### config.mk
export PLATFORM = sky130hd
export DESIGN_NAME = rf_addr_scheduler
export DESIGN_NICKNAME = d
export VERILOG_FILES = /design/src/rtl/rf_addr_scheduler.sv
export SDC_FILE = /design/constraint.sdc
export NUM_CORES = 1
export LEC_CHECK = 0
export CAP_MARGIN = 20
export CORE_ASPECT_RATIO = 0.8
export CORE_MARGIN = 5
export CORE_UTILIZATION = 55
export CTS_CLUSTER_DIAMETER = 120
export DETAILED_ROUTE_END_ITERATION = 10
export HOLD_SLACK_MARGIN = 0.05
export PLACE_DENSITY = 0.84
export SETUP_SLACK_MARGIN = 0.5
export SLEW_MARGIN = 20
export SYNTH_ARGS = -nofsm -noshare
export SYNTH_HDL_FRONTEND = slang
export SYNTH_SLANG_ARGS = --single-unit
### constraint.sdc
create_clock -name i_clk -period 5.96 [get_ports i_clk]
set_clock_uncertainty 0.15 [all_clocks]
set_input_delay 0.596 -clock i_clk [delete_from_list [all_inputs] [get_ports i_clk]]
set_output_delay 0.596 -clock i_clk [all_outputs]
set_load 0.005 [all_outputs]
### src/rtl/rf_addr_scheduler.sv
// Walks (h, w, s) output positions of one conv layer, kicking the RF address generator per position
// and offering each finished RF block to the PE array. Optional watchdog: `RF_SCHED_TIMEOUT_EN.
module rf_addr_scheduler #(
  parameter int unsigned IA_ROW      = 16,
  parameter int unsigned S_MAX       = 3,
  parameter int unsigned TIMEOUT_CYC = 256
) (
  input  logic                         i_clk,
  input  logic                         i_rst_n,
  input  logic                         i_start,
  input  logic [$clog2(IA_ROW):0]      i_h_size,
  input  logic [$clog2(IA_ROW):0]      i_w_size,
  input  logic [$clog2(S_MAX+1)-1:0]   i_s_num,
  output logic                         o_ag_start,
  output logic [$clog2(IA_ROW):0]      o_ag_h,
  output logic [$clog2(IA_ROW):0]      o_ag_w,
  output logic [$clog2(S_MAX+1)-1:0]   o_ag_s,
  input  logic                         i_ag_finish,
  output logic                         o_pe_valid,
  input  logic                         i_pe_ready,
  output logic                         o_busy,
  output logic                         o_done,
  output logic                         o_err
);

  localparam int unsigned CW = $clog2(IA_ROW) + 1;
  localparam int unsigned SW = $clog2(S_MAX + 1);

  if (S_MAX == 0 || TIMEOUT_CYC == 0) begin : g_param_check
    $error("rf_addr_scheduler: S_MAX and TIMEOUT_CYC must be non-zero");
  end

  typedef enum logic [2:0] {
    S_IDLE  = 3'd0,
    S_ISSUE = 3'd1,
    S_WAIT  = 3'd2,
    S_HAND  = 3'd3,
    S_DONE  = 3'd4
  } state_t;

  state_t        state_q, state_d;
  logic [CW-1:0] h_q, w_q, h_size_q, w_size_q;
  logic [SW-1:0] s_q, s_num_q;
  logic          start_acc_c, hs_c, s_last_c, w_last_c, h_last_c, timeout_c;
  logic          ag_start_d, pe_valid_d, busy_d, done_d;

  assign start_acc_c = (state_q == S_IDLE) && i_start;
  assign hs_c        = (state_q == S_HAND) && i_pe_ready;
  assign s_last_c    = (s_q == s_num_q);
  assign w_last_c    = (w_q == w_size_q - CW'(1));
  assign h_last_c    = (h_q == h_size_q - CW'(1));

`ifdef RF_SCHED_TIMEOUT_EN
  localparam int unsigned TW = $clog2(TIMEOUT_CYC + 1);

  logic [TW-1:0] wait_cnt_q;
  logic          err_q;

  // wait_cnt_q holds the number of S_WAIT cycles already spent; restarts on every entry
  assign timeout_c = (state_q == S_WAIT) && !i_ag_finish && (wait_cnt_q == TW'(TIMEOUT_CYC - 1));

  always_ff @(posedge i_clk or negedge i_rst_n) begin
    if (!i_rst_n) begin
      wait_cnt_q <= '0;
      err_q      <= 1'b0;
    end else begin
      wait_cnt_q <= (state_q == S_WAIT) ? wait_cnt_q + TW'(1) : '0;
      if (start_acc_c) begin
        err_q <= 1'b0;
      end else if (timeout_c) begin
        err_q <= 1'b1;
      end
    end
  end

  assign o_err = err_q;
`else
  assign timeout_c = 1'b0;
  assign o_err     = 1'b0;
`endif

  // State register plus registered Moore outputs decoded from the next state
  always_ff @(posedge i_clk or negedge i_rst_n) begin
    if (!i_rst_n) begin
      state_q    <= S_IDLE;
      o_ag_start <= 1'b0;
      o_pe_valid <= 1'b0;
      o_busy     <= 1'b0;
      o_done     <= 1'b0;
    end else begin
      state_q    <= state_d;
      o_ag_start <= ag_start_d;
      o_pe_valid <= pe_valid_d;
      o_busy     <= busy_d;
      o_done     <= done_d;
    end
  end

  always_comb begin
    state_d = state_q;
    case (state_q)
      S_IDLE: begin
        if (i_start) begin
          state_d = (i_h_size == '0 || i_w_size == '0) ? S_DONE : S_ISSUE;
        end
      end
      S_ISSUE: state_d = i_ag_finish ? S_HAND : S_WAIT;
      S_WAIT: begin
        if (i_ag_finish) begin
          state_d = S_HAND;
        end else if (timeout_c) begin
          state_d = S_IDLE;
        end
      end
      S_HAND: begin
        if (i_pe_ready) begin
          state_d = (h_last_c && w_last_c && s_last_c) ? S_DONE : S_ISSUE;
        end
      end
      S_DONE:  state_d = S_IDLE;
      default: state_d = S_IDLE;
    endcase
  end

  always_comb begin
    ag_start_d = 1'b0;
    pe_valid_d = 1'b0;
    busy_d     = 1'b0;
    done_d     = 1'b0;
    if (state_d == S_ISSUE) ag_start_d = 1'b1;
    if (state_d == S_HAND)  pe_valid_d = 1'b1;
    if (state_d != S_IDLE)  busy_d     = 1'b1;
    if (state_d == S_DONE)  done_d     = 1'b1;
  end

  // Config latch and position counters; s innermost, then w, then h
  always_ff @(posedge i_clk or negedge i_rst_n) begin
    if (!i_rst_n) begin
      h_size_q <= '0;
      w_size_q <= '0;
      s_num_q  <= '0;
      h_q      <= '0;
      w_q      <= '0;
      s_q      <= '0;
    end else if (start_acc_c) begin
      h_size_q <= i_h_size;
      w_size_q <= i_w_size;
      s_num_q  <= i_s_num;
      h_q      <= '0;
      w_q      <= '0;
      s_q      <= '0;
    end else if (hs_c) begin
      if (s_last_c) begin
        s_q <= '0;
        if (w_last_c) begin
          w_q <= '0;
          h_q <= h_q + CW'(1);
        end else begin
          w_q <= w_q + CW'(1);
        end
      end else begin
        s_q <= s_q + SW'(1);
      end
    end
  end

  assign o_ag_h = h_q;
  assign o_ag_w = w_q;
  assign o_ag_s = s_q;

endmodule

==> impl_summary.txt <==
----------------------------------------------------
[Run status]
  Status ... complete, no violations

[Routing]
  Remaining number of nets flagged by the antenna check after routing ... 0
  Routed wire length ... about 3800 µm
  Via Count ... 1458
  DRC errors left ... 0
  Drt initial violations ... 132
  Detailed-router iteration count before antenna repair ... 4
  Routed len/inst ... 14.4 µm
  Routed via count divided by cell count ... 5.56

[Synth]
  Post-synth ARST share ... 100%
  Yosys top cell area share ... 45.2%
  Leading register cell type out of synthesis ... sky130_fd_sc_hd__dfrtp_1
  Seq/Total Area, Yosys ... 45.2%
  Post-synthesis cell area ... 1720 µm²
  Mapped Nets ... around 210
  Cell type with the largest total area after synthesis ... sky130_fd_sc_hd__dfrtp_1
  EDFF count, synth ... 0
  Synthesized instance count ... around 190
  Number of warnings printed during yosys synthesis ... 0
  Flip-flop and latch count after synthesis ... 31
  Post-synth cell types ... 42
  Top cells by area, synth ... sky130_fd_sc_hd__dfrtp_1 (45%), sky130_fd_sc_hd__nand2_1 (8.8%), sky130_fd_sc_hd__xnor2_1 (5.1%), sky130_fd_sc_hd__o21ai_0 (4.1%), sky130_fd_sc_hd__xor2_1 (3.6%)
  Average footprint of a synthesized cell ... 9.17 µm²

[STA]
  Endpoints failing setup ... 0
  Worst slew margin relative to its limit ... 60.4%
  Worst Hold Slack ... 0.354 ns
  Fmax ... roughly 400 MHz
  Setup TNS ... 0 ns
  Period utilization ... between 40% and 50%
  Setup repair after global routing missed its margin ... no
  Total count of hold-check failures in the final report ... 0
  Number of max-slew violations in the final report ... 0
  Final critical path time including I/O delays and setup ... 2.47 ns
  Actual transition at the worst max-transition pin ... 0.593 ns

[Clocking]
  CTS tree ... yes
  Maximum root-to-sink buffer count ... 2
  CTS hold repair buffers ... 0
  Number of H-tree levels ... 2
  Clock root cell ... sky130_fd_sc_hd__clkbuf_8
  Skew-Pair Late Insertion Delay ... around 0.29 ns
  Number of buffers created by CTS ... 5
  Clk slew on worst S/H paths ... roughly 0.050 ns
  Count of instances resized after the clock tree is built ... 0
  TritonCTS sink count ... 31
  Buffers inserted during post-CTS setup optimization ... 0

[Critical path]
  Cell with the largest stage delay on the worst path ... sky130_fd_sc_hd__clkdlybuf4s50_1
  Sort of element at the start of the critical path ... input port
  Arrival time worst endpoint ... 2.53 ns
  Kind of end point of the critical path ... register
  Kind of cell adding the most delay to the critical path ... compound AO/OA/AOI/OAI gates
  Chain of cells forming the critical path ... clkdlybuf4s50_1 -> nand3b_1 -> o21ai_0 -> nor2_1 -> a211o_1 -> nor3_1
  Crit path max fanout ... 15
  Classification of the worst setup path ... in2reg
  Highest cell delay on the worst timing path ... 0.49 ns
  Data required, critical path ... 6.01 ns
  Combined buffer and inverter count along the critical path ... 1

[Global route]
  Overall routing resource usage ... 19.8%
  Pin count of the biggest net entering global routing ... 32
  Vias in the first global route ... approximately 1400
  Congestion Overflow GR ... 0
  First-pass GRT wire length ... 6420 µm
  Antenna violations before repair ... 0

[Pwr]
  Leakage power summed over all cells ... 0.917 nW
  Power, Total ... 1.01 mW
  Clock network fraction of total power ... approximately 14%
  Total internal power ... 0.603 mW
  Combinational cell fraction of total power ... 45.7%
  Power share of the sequential group ... approximately 40%
  Net switching share of the total power ... around 40%
  Pwr Density ... 468 nW/µm²
  Net Switching ... 0.403 mW
  Worst IR Drop VDD ... 0.238 mV

[Floorplanning]
  Die outline width ... 72.4 µm
  Vertical extent of the die ... 60.0 µm
  Core Region ... 3040 µm²
  Total number of placement rows ... 18
  IO Count ... 34
  Die outline area ... 4340 µm²
  Initial cell density of the core ... 56.4%

[Hold path]
  Type of the tightest min-delay check ... reg2reg

[Finish]
  Count of filler cells inserted in the layout ... approximately 250
  Antenna Diode Count ... 0
  Commonest cells after routing, fill and taps aside ... sky130_fd_sc_hd__nand2_1 (40), sky130_fd_sc_hd__clkdlybuf4s50_1 (32), sky130_fd_sc_hd__dfrtp_1 (31)
  Commonest non-fill, non-tap cell in the layout ... sky130_fd_sc_hd__nand2_1
  Fraction of final layout cells sized beyond drive strength 1 ... 6.76%
  Final Instance Count excl. Fillers ... 262
  Layout area overhead ... 25.3%
  Nets ... 244

[Placed design]
  Count of input and output buffers ... 32
  Placed wire-length estimate after detailed placement ... approximately 2800 µm
  Count of placed standard cells including taps ... 256
  Final weighted congestion in routability-driven placement ... 0.869

[Flow run]
  Max-capacitance violation count ... 0

----------------------------------------------------
==> worst paths after layout <==
| check | depth (start not counted) | slack (ns) | startpoint | endpoint |
|---|---|---|---|---|
| max | 6 | 3.49 | i_start | o_ag_start$_DFF_PN0_ |
| min | 2 | 0.35 | w_size_q[4]$_DFFE_PN0P_ | w_size_q[4]$_DFFE_PN0P_ |
| max reg2reg | 8 | 3.59 | w_size_q[0]$_DFFE_PN0P_ | o_ag_h[0]$_DFFE_PN0P_ |
| min reg2reg | 2 | 0.35 | w_size_q[4]$_DFFE_PN0P_ | w_size_q[4]$_DFFE_PN0P_ |
| max in group asynchronous | 2 | 4.83 | i_rst_n | o_busy$_DFF_PN0_ |
| min in group asynchronous | 2 | 0.55 | i_rst_n | o_ag_w[1]$_DFFE_PN0P_ |
==> cells in the mapped netlist, drive strengths merged, types with 2 or more instances <==
cell type,instances
nand3b,3
nor2,13
o31ai,2
a21oi,7
xnor2,10
nand2,40
nor3,6
clkbuf,3
or3,2
nand3,3
o21ai,14
ha,4
or4,2
inv,11
buf,2
nand2b,2
a22o,2
a211oi,4
xor2,7
dfrtp,31
==> metal layers <==
| layer | global-route usage [%] | vias up | part of all wire [%] |
|---|---|---|---|
| li1 | - | 709 | - |
| met1 | 24.5 | 700 | 44 |
| met2 | 31.3 | 39 | 48 |
| met3 | 4.87 | 10 | 4.8 |
| met4 | 12.4 | 0 | 2.8 |
| met5 | 0 | - | 0 |
==> registers in the layout (all words and copies together), names as in the netlist <==
register / count
w_size_q: 5
o_done: 1
o_ag_start: 1
o_ag_w: 5
s_num_q: 2
h_size_q: 5
o_ag_s: 2
state_q: 3
o_busy: 1
o_pe_valid: 1
o_ag_h: 5
==> logic make-up after synthesis <==
group | share of synthesized area (%)
multiplexers | 1.24
AND/OR/NAND/NOR | 24.1
XOR/XNOR | 8.68
flip-flops | 45.2
adder cells (fa/ha/maj) | 2.92
other | 0.219
buffers and inverters | 3.79
AO/OA/AOI/OAI | 13.8
==> worst register-to-register path: cells and delay by family, from the launching register on <==
| kind | cells | cell delay, ns |
|---|---|---|
| AOI/OAI and AO/OA | 2 | 0.45 |
| xor gates and xnor gates | 1 | 0.14 |
| muxes | 1 | 0.36 |
| buffers and inverters | 1 | 0.07 |
| and+or+nand+nor | 2 | 0.42 |
| DFF | 1 | 0.37 |
| adders and majority gates | 1 | 0.30 |
==> power groups by stage <==
stage               logic, mW  clock network, mW  registers, mW
finish                  0.460              0.146          0.401
global route            0.513              0.157          0.415
CTS                     0.463              0.148          0.399
detailed placement      0.460                  0          0.402
global placement        0.438                  0          0.393
floorplan               0.316                  0          0.377
==> metrics by stage <==
step	setup WS [ns]	cell area (µm²)	utilization, %
6_report	3.49	2150	70.7
5_1_grt	3.31	2150	70.7
4_1_cts	3.48	2150	70.7
3_5_place_dp	3.19	2080	68.3
3_3_place_gp	3.29	2080	68.3
2_1_floorplan	3.77	1720	-
==> cell type report <==
| cell class | count | area, µm² | area share, % |
|---|---|---|---|
| inverters | 11 | 41.3 | 1.92 |
| well taps | 40 | 50.0 | 2.33 |
| multi-input cells | 140 | 875 | 40.7 |
| flip-flops and latches | 31 | 776 | 36.1 |
| repair buffers | 34 | 335 | 15.6 |
| clock buffers | 6 | 72.6 | 3.38 |
Power figures use the tool's default switching activity.
